### config.mk
export PLATFORM = sky130hd
export DESIGN_NAME = axis_dwc_down
export DESIGN_NICKNAME = d
export VERILOG_FILES = /design/src/rtl/axis_dwc_pkg.sv /design/src/rtl/axis_dwc_down.sv
export SDC_FILE = /design/constraint.sdc
export NUM_CORES = 1
export LEC_CHECK = 0
export ABC_AREA = 1
export CAP_MARGIN = 10
export CORE_UTILIZATION = 30
export CTS_BUF_LIST = sky130_fd_sc_hd__clkbuf_4
export CTS_CLUSTER_SIZE = 25
export DETAILED_ROUTE_END_ITERATION = 6
export DONT_BUFFER_PORTS = 1
export MAX_ROUTING_LAYER = met4
export PLACE_DENSITY_LB_ADDON = 0.15
export SETUP_SLACK_MARGIN = 0.05
export SYNTH_ARGS = -nofsm -noshare
export SYNTH_HDL_FRONTEND = slang
export SYNTH_SLANG_ARGS = --single-unit
### constraint.sdc
create_clock -name clk -period 1.6 [get_ports clk]
set_clock_uncertainty 0.05 [all_clocks]
set_input_delay 0.32 -clock clk [delete_from_list [all_inputs] [get_ports clk]]
set_output_delay 0.32 -clock clk [all_outputs]
set_load 0.1 [all_outputs]
### src/rtl/axis_dwc_pkg.sv
// Shared types and helpers for the AXI-Stream width downsizer.
// Subword helpers work on a per-position non-null mask, up to 16 subwords.
package axis_dwc_pkg;

    typedef enum logic {ST_EMPTY, ST_DRAIN} state_t;

    function automatic int clog2(input int v);
        int r;
        r = 0;
        while ((1 << r) < v) r++;
        return r;
    endfunction

    // Emission order index -> subword position in the wide word.
    function automatic int pos_of(input int e, input int ratio,
                                  input bit msw_first);
        return msw_first ? (ratio - 1 - e) : e;
    endfunction

    // Last emission index whose subword has any keep bit; 0 if none.
    function automatic int find_last_nz(input logic [15:0] nz,
                                        input int ratio,
                                        input bit msw_first);
        int r;
        r = 0;
        for (int e = 0; e < 16; e++) begin
            if (e < ratio) begin
                if (nz[4'(pos_of(e, ratio, msw_first))]) r = e;
            end
        end
        return r;
    endfunction

    // First emission index after 'from' with a non-null subword;
    // returns ratio when there is none.
    function automatic int find_next_nz(input logic [15:0] nz,
                                        input int from,
                                        input int ratio,
                                        input bit msw_first);
        int r;
        r = ratio;
        for (int e = 15; e >= 0; e--) begin
            if (e < ratio && e > from) begin
                if (nz[4'(pos_of(e, ratio, msw_first))]) r = e;
            end
        end
        return r;
    endfunction

endpackage

### src/rtl/axis_dwc_down.sv
// AXI-Stream width downsizer: each wide beat becomes up to RATIO narrow
// beats. Trailing null subwords of a tlast beat are trimmed.
// Build option: AXIS_DWC_SKIP_NULL_EN skips null subwords in every beat.
// Ports:
//   clk, rst          clock, synchronous active-high reset
//   s_axis_*          wide input stream (tvalid/tdata/tkeep/tlast/tready)
//   m_axis_*          narrow output stream (tvalid/tdata/tkeep/tlast/tready)
//   busy              holding register occupied
module axis_dwc_down
    import axis_dwc_pkg::*;
#(
    parameter int IN_BYTES  = 8,
    parameter int RATIO     = 2,
    parameter int MSW_FIRST = 1
) (
    input  logic                            clk,
    input  logic                            rst,
    input  logic                            s_axis_tvalid,
    input  logic [IN_BYTES*8-1:0]           s_axis_tdata,
    input  logic [IN_BYTES-1:0]             s_axis_tkeep,
    input  logic                            s_axis_tlast,
    output logic                            s_axis_tready,
    output logic                            m_axis_tvalid,
    output logic [(IN_BYTES/RATIO)*8-1:0]   m_axis_tdata,
    output logic [IN_BYTES/RATIO-1:0]       m_axis_tkeep,
    output logic                            m_axis_tlast,
    input  logic                            m_axis_tready,
    output logic                            busy
);

    localparam int OUT_BYTES = IN_BYTES / RATIO;
    localparam int OW        = OUT_BYTES * 8;
    localparam int IW        = clog2(RATIO);
    localparam bit MSW       = (MSW_FIRST != 0);

    state_t                state_q, state_n;
    logic [IN_BYTES*8-1:0] data_q;
    logic [IN_BYTES-1:0]   keep_q;
    logic                  last_q;
    logic [IW-1:0]         idx_q, idx_n, lidx_q;
    logic [IW-1:0]         s_lidx, s_first, idx_step, m_pos;
    logic [15:0]           s_nz;
    logic                  hv, at_last, m_hs, s_hs, cap, skip;

    always_comb begin
        s_nz = '0;
        for (int p = 0; p < RATIO; p++)
            s_nz[p] = |s_axis_tkeep[p*OUT_BYTES +: OUT_BYTES];
    end

`ifdef AXIS_DWC_SKIP_NULL_EN
    logic [15:0] h_nz;

    always_comb begin
        h_nz = '0;
        for (int p = 0; p < RATIO; p++)
            h_nz[p] = |keep_q[p*OUT_BYTES +: OUT_BYTES];
    end
`endif

    // Capture-time plan for the incoming beat and the step rule.
    always_comb begin
        s_lidx  = IW'(find_last_nz(s_nz, RATIO, MSW));
        s_first = '0;
        skip    = 1'b0;
`ifdef AXIS_DWC_SKIP_NULL_EN
        if (|s_nz)
            s_first = IW'(find_next_nz(s_nz, -1, RATIO, MSW));
        skip     = !s_axis_tlast && !(|s_nz);
        idx_step = IW'(find_next_nz(h_nz, int'(idx_q), RATIO, MSW));
`else
        if (!s_axis_tlast)
            s_lidx = IW'(RATIO - 1);
        idx_step = idx_q + IW'(1);
`endif
    end

    assign hv            = (state_q == ST_DRAIN);
    assign at_last       = (idx_q == lidx_q);
    assign m_hs          = hv && m_axis_tready;
    assign s_axis_tready = !hv || (m_axis_tready && at_last);
    assign s_hs          = s_axis_tvalid && s_axis_tready;
    // Fully null non-last beats are swallowed when skipping is enabled.
    assign cap           = s_hs && !skip;

    always_comb begin
        state_n = state_q;
        idx_n   = idx_q;
        unique case (state_q)
            ST_EMPTY: begin
                if (cap) begin
                    state_n = ST_DRAIN;
                    idx_n   = s_first;
                end
            end
            ST_DRAIN: begin
                if (m_hs) begin
                    if (!at_last)
                        idx_n = idx_step;
                    else if (cap)
                        idx_n = s_first;
                    else
                        state_n = ST_EMPTY;
                end
            end
            default: state_n = ST_EMPTY;
        endcase
    end

    always_ff @(posedge clk) begin
        if (rst) begin
            state_q <= ST_EMPTY;
            idx_q   <= '0;
        end else begin
            state_q <= state_n;
            idx_q   <= idx_n;
        end
    end

    always_ff @(posedge clk) begin
        if (rst) begin
            data_q <= '0;
            keep_q <= '0;
            last_q <= 1'b0;
            lidx_q <= '0;
        end else if (cap) begin
            data_q <= s_axis_tdata;
            keep_q <= s_axis_tkeep;
            last_q <= s_axis_tlast;
            lidx_q <= s_lidx;
        end
    end

    assign m_pos         = MSW ? (IW'(RATIO - 1) - idx_q) : idx_q;
    assign m_axis_tvalid = hv;
    assign m_axis_tdata  = data_q[m_pos*OW +: OW];
    assign m_axis_tkeep  = keep_q[m_pos*OUT_BYTES +: OUT_BYTES];
    assign m_axis_tlast  = last_q && at_last;
    assign busy          = hv;

endmodule

After elaboration in Yosys (flattened, before gate mapping)
Cells that the tools add are included.
{"block": "totals", "in_bits": 77, "ram_bits": 0, "ff_bits": 76, "wordCells": 30, "n_memories": 0, "rom_bits": 0, "latchBits": 0, "output_inout_bits": 40}
{"block": "classes", "div": 0, "mux": 10, "n_addsub": 2, "n_eq_ne": 2, "magnitude_cmp": 0, "reduce_logical": 7, "n_bitwise": 1, "shifts": 2, "multipliers": 0}
{"op": "variable part select 64 x 7 -> 32 bit", "n": 1}
{"op": "2-to-1 mux 1 bit", "n": 8}
{"op": "variable part select 8 x 4 -> 4 bit", "n": 1}
{"op": "logical AND 1 bit", "n": 4}
{"op": "one-hot mux 1 bit (2 select lines)", "n": 2}
{"op": "OR reduction 4 bit", "n": 1}
{"op": "!= test 2 x 1 -> 1 bit (second input constant)", "n": 1}
{"op": "adder 1 bit (second input constant)", "n": 1}
{"op": "== test 1 bit", "n": 1}
{"op": "zero test 1 bit", "n": 1}
{"op": "logical OR 1 bit", "n": 1}
{"op": "NOT 1 bit", "n": 1}
{"op": "subtractor 1 bit (first input constant)", "n": 1}

Logic depth before layout (Yosys ltp)
{"block": "depth", "depth_word": 8, "ltp_mapped": 9, "depth_no_buf": 7}

Worst setup path after synthesis
Ideal clock, no wire load.
{"block": "synth_path", "kind": "register -> output", "startpoint": "reg idx_q", "endpoint": "out m_axis_tlast", "path_stages_with_launch": 4, "t_arrival_ps": 2677, "setup_slack_ps": -1447, "cell_sequence": "dfxtp_1 > inv_2 > nand2_1 > a21boi_0"}
{"block": "synth_via", "elab_chain_cells": 2}
{"item": "from (decl)", "line_no": "axis_dwc_down.sv:40", "text": "logic [IW-1:0] idx_q, idx_n, lidx_q;"}
{"item": "from (signal assigned)", "line_no": "axis_dwc_down.sv:116", "text": "idx_q <= idx_n;"}
{"item": "== test 1 bit", "line_no": "axis_dwc_down.sv:79", "text": "assign at_last = (idx_q == lidx_q);"}
{"item": "logical AND 1 bit", "line_no": "axis_dwc_down.sv:138", "text": "assign m_axis_tlast = last_q && at_last;"}
{"item": "to (decl)", "line_no": "axis_dwc_down.sv:26", "text": "output logic m_axis_tlast,"}
No other way between the ends.

Worst setup path after layout
{"block": "layout_path", "startpoint": "reg idx_q", "endpoint": "out s_axis_tready"}
{"block": "layout_via", "elab_chain_cells": 3}
{"item": "== test 1 bit", "line_no": "axis_dwc_down.sv:79"}
{"item": "logical AND 1 bit", "line_no": "axis_dwc_down.sv:81", "text": "assign s_axis_tready = !hv || (m_axis_tready && at_last);"}
{"item": "logical OR 1 bit", "line_no": "axis_dwc_down.sv:81"}
{"item": "to (decl)", "line_no": "axis_dwc_down.sv:22", "text": "output logic s_axis_tready,"}
No other way between the ends.

==> results_dict.tcl <==
set metrics [dict create \
    status "finished with violations" \
    violations "hold timing, setup timing" \
    postLayoutCellArea_um2 4800 \
    cts_tree "yes" \
    clock-sinks 76 \
    postPlaceCellArea_um2 3780 \
    critPathRequiredTime_ns 1.23 \
    max_slew_margin_pct 79.51 \
    worstPathArrival_ns 1.44 \
    drt-pass1-iter-count 4 \
    drive_gt1_share_pct 34.50 \
    syn2layout_area_growth_pct 46.58 \
    hold_ws_ns -0.1010 \
    grt_pass1_wl_mm 15.41 \
    fin_nets 556 \
    maxSlewViolCount 0 \
    grt_usage_pct 18.17 \
    vdd_ir_drop_max_uv 348.0 \
    avgSynthCellArea_um2 6.967 \
    setup_viol 38 \
    port_buffers 0 \
    synth_top_area_share_pct 46.47 \
    grt_start_max_net_pins 78 \
    hold_viol 74 \
    avgViaCountPerCell 5.153 \
    worst_pin_slew_ns 0.3031 \
    final_common_cell "nand2_1" \
    ys_ff_latch 76 \
    startpoint_type "flop" \
    rsz0062_at_grt "true" \
    drc 0 \
    top_level_ports 117 \
    clock_latency_ns 0.43 \
    dp.cells 585 \
    setup_ws_ns -0.2073 \
    die_h_um 106.5 \
    core_area_um2 10460 \
    yosys_warnings 0 \
    cts_buffers 9 \
    cts_root_buffer "clkbuf_4" \
    dr.first_iter.drc_count 134 \
    synthTopCellsByArea "dfxtp_1 (46%), nand2_1 (22%), a21oi_1 (11%), nand3_1 (11%), buf_4 (3.0%)" \
    clock_path_buffers 2 \
    gp_congestion 0.7726 \
    maxCapViolCount 0 \
    critPathMaxFanout 8 \
    fin_setup_tns_ns -6.492 \
    cp-end-kind "output pin" \
    first_global_vias 2915 \
    rows 37 \
    cts.hold.buffers_added 2 \
    dp_worst_setup_slack_ns 0.1392 \
    ant_nets 0 \
    die_w_um 106.5 \
    path_clk_slew_ns 0.12 \
    critPathKind "reg -> out" \
    num_vias 3200 \
    fin_crit_sh_pct 113.0 \
    start_util_pct 31.30 \
    grt_overflow 0 \
    finalCriticalPeriod_ns 1.807 \
    synth_largest_area_cell "dfxtp_1" \
    p_per_area_nw_per_um2 944.8 \
    synth_area_um2 3274 \
    wl_per_cell_um 17.89 \
    fmax_mhz 553.3 \
    routed_wirelength_mm 11.11 \
    seq_area_frac_synth_pct 46.47 \
    mostFrequentLayoutCells "nand2_1 (104), nand3_1 (74), dfxtp_1 (73)" \
    antenna_found_initial 0 \
    r2r_slack_ns 0.01 \
    htree_num_levels 3 \
    synth_nets 547 \
    dp_hpwl_mm 5.889 \
    p_leak_nw 1.786 \
    hp-class "in -> reg" \
    netlist_instances 470 \
    yosysUniqueCellTypes 17 \
    final_cells 621 \
    die-area_um2 11340 \
]
-- stage by stage --
stage | power, W | util [%]
after global routing | 0.004728 | 45.85
after global placement | 0.003167 | 36.13
after CTS | 0.004394 | 41.56
final | 0.004535 | 45.87
after detailed placement | 0.003180 | 36.13
after floorplan | 0.003073 | -
-- critical path, stage by stage (launching register included) --
cell     delay (ns)
dfxtp_4        0.44
nand2_2        0.12
nand3_4        0.11
nand2_4        0.06
inv_4          0.07
buf_12         0.18
-- cell type report --
type	count	area (µm²)
timing repair buffer	38	675.6
fill	1064	5663
sequential	76	1530
inverter	7	36.28
clock inverter	3	13.76
multi-input combinational	347	2273
clock buffer	13	97.59
antenna	1	2.502
tap	136	170.2
-- registers in the layout (all words and copies together) (netlist names) --
register / count
busy: 1
data_q: 64
idx_q: 1
keep_q: 8
last_q: 1
lidx_q: 1
-- logic make-up (layout without fill, tap and decap cells) --
| kind of cell | after synthesis | in the layout | share of synthesized area [%] |
|---|---|---|---|
| AND/OR/NAND/NOR | 268 | 269 | 34.16 |
| buffers and inverters | 48 | 61 | 7.375 |
| AO/OA/AOI/OAI | 78 | 78 | 12.00 |
| flip-flops | 76 | 76 | 46.47 |
| other | 0 | 1 | 0 |
-- power breakdown --
group          leakage (nW)  switching (W)  internal (W)
registers             0.626      0.0000777       0.00201
clock network        0.0692       0.000690      0.000382
logic                  1.09       0.000926      0.000444
total                  1.79        0.00169       0.00284
-- layer usage --
metal	global-route usage, %	vias up	share of wire, %
met2	27.74	92	49
li1	-	1558	-
met5	-	-	0
met3	4.047	11	5.6
met1	23.03	1539	44
met4	7.926	0	1.5
-- synthesized netlist by cell type --
cell      number
buf_2          4
nand3_1       74
o21ai_0        2
inv_2          2
nor4b_1        1
buf_4         13
buf_1          6
nand4_1        1
clkbuf_1      17
buf_6          1
inv_1          5
a21boi_0       1
nor2_1         1
nand3_2        2
nand2_1      189
dfxtp_1       76
a21oi_1       75
-- timing repair --
action | in CTS | in global routing
hold endpoints to repair | 76 | 74
pin swaps | 26 | 28
resized for setup | 77 | 61
setup buffers | 2 | 4
setup endpoints to repair | 40 | 107
cloned | 1 | 11
-- final timing paths --
| path | start | to | cells past startpoint |
|---|---|---|---|
| hold / removal | rst | data_q[46] | 1 |
| hold reg to reg | data_q[8] | data_q[8] | 2 |
| setup / recovery | idx_q | s_axis_tready | 5 |
| setup reg to reg | idx_q | data_q[63] | 8 |
Power figures use the tool's default switching activity.
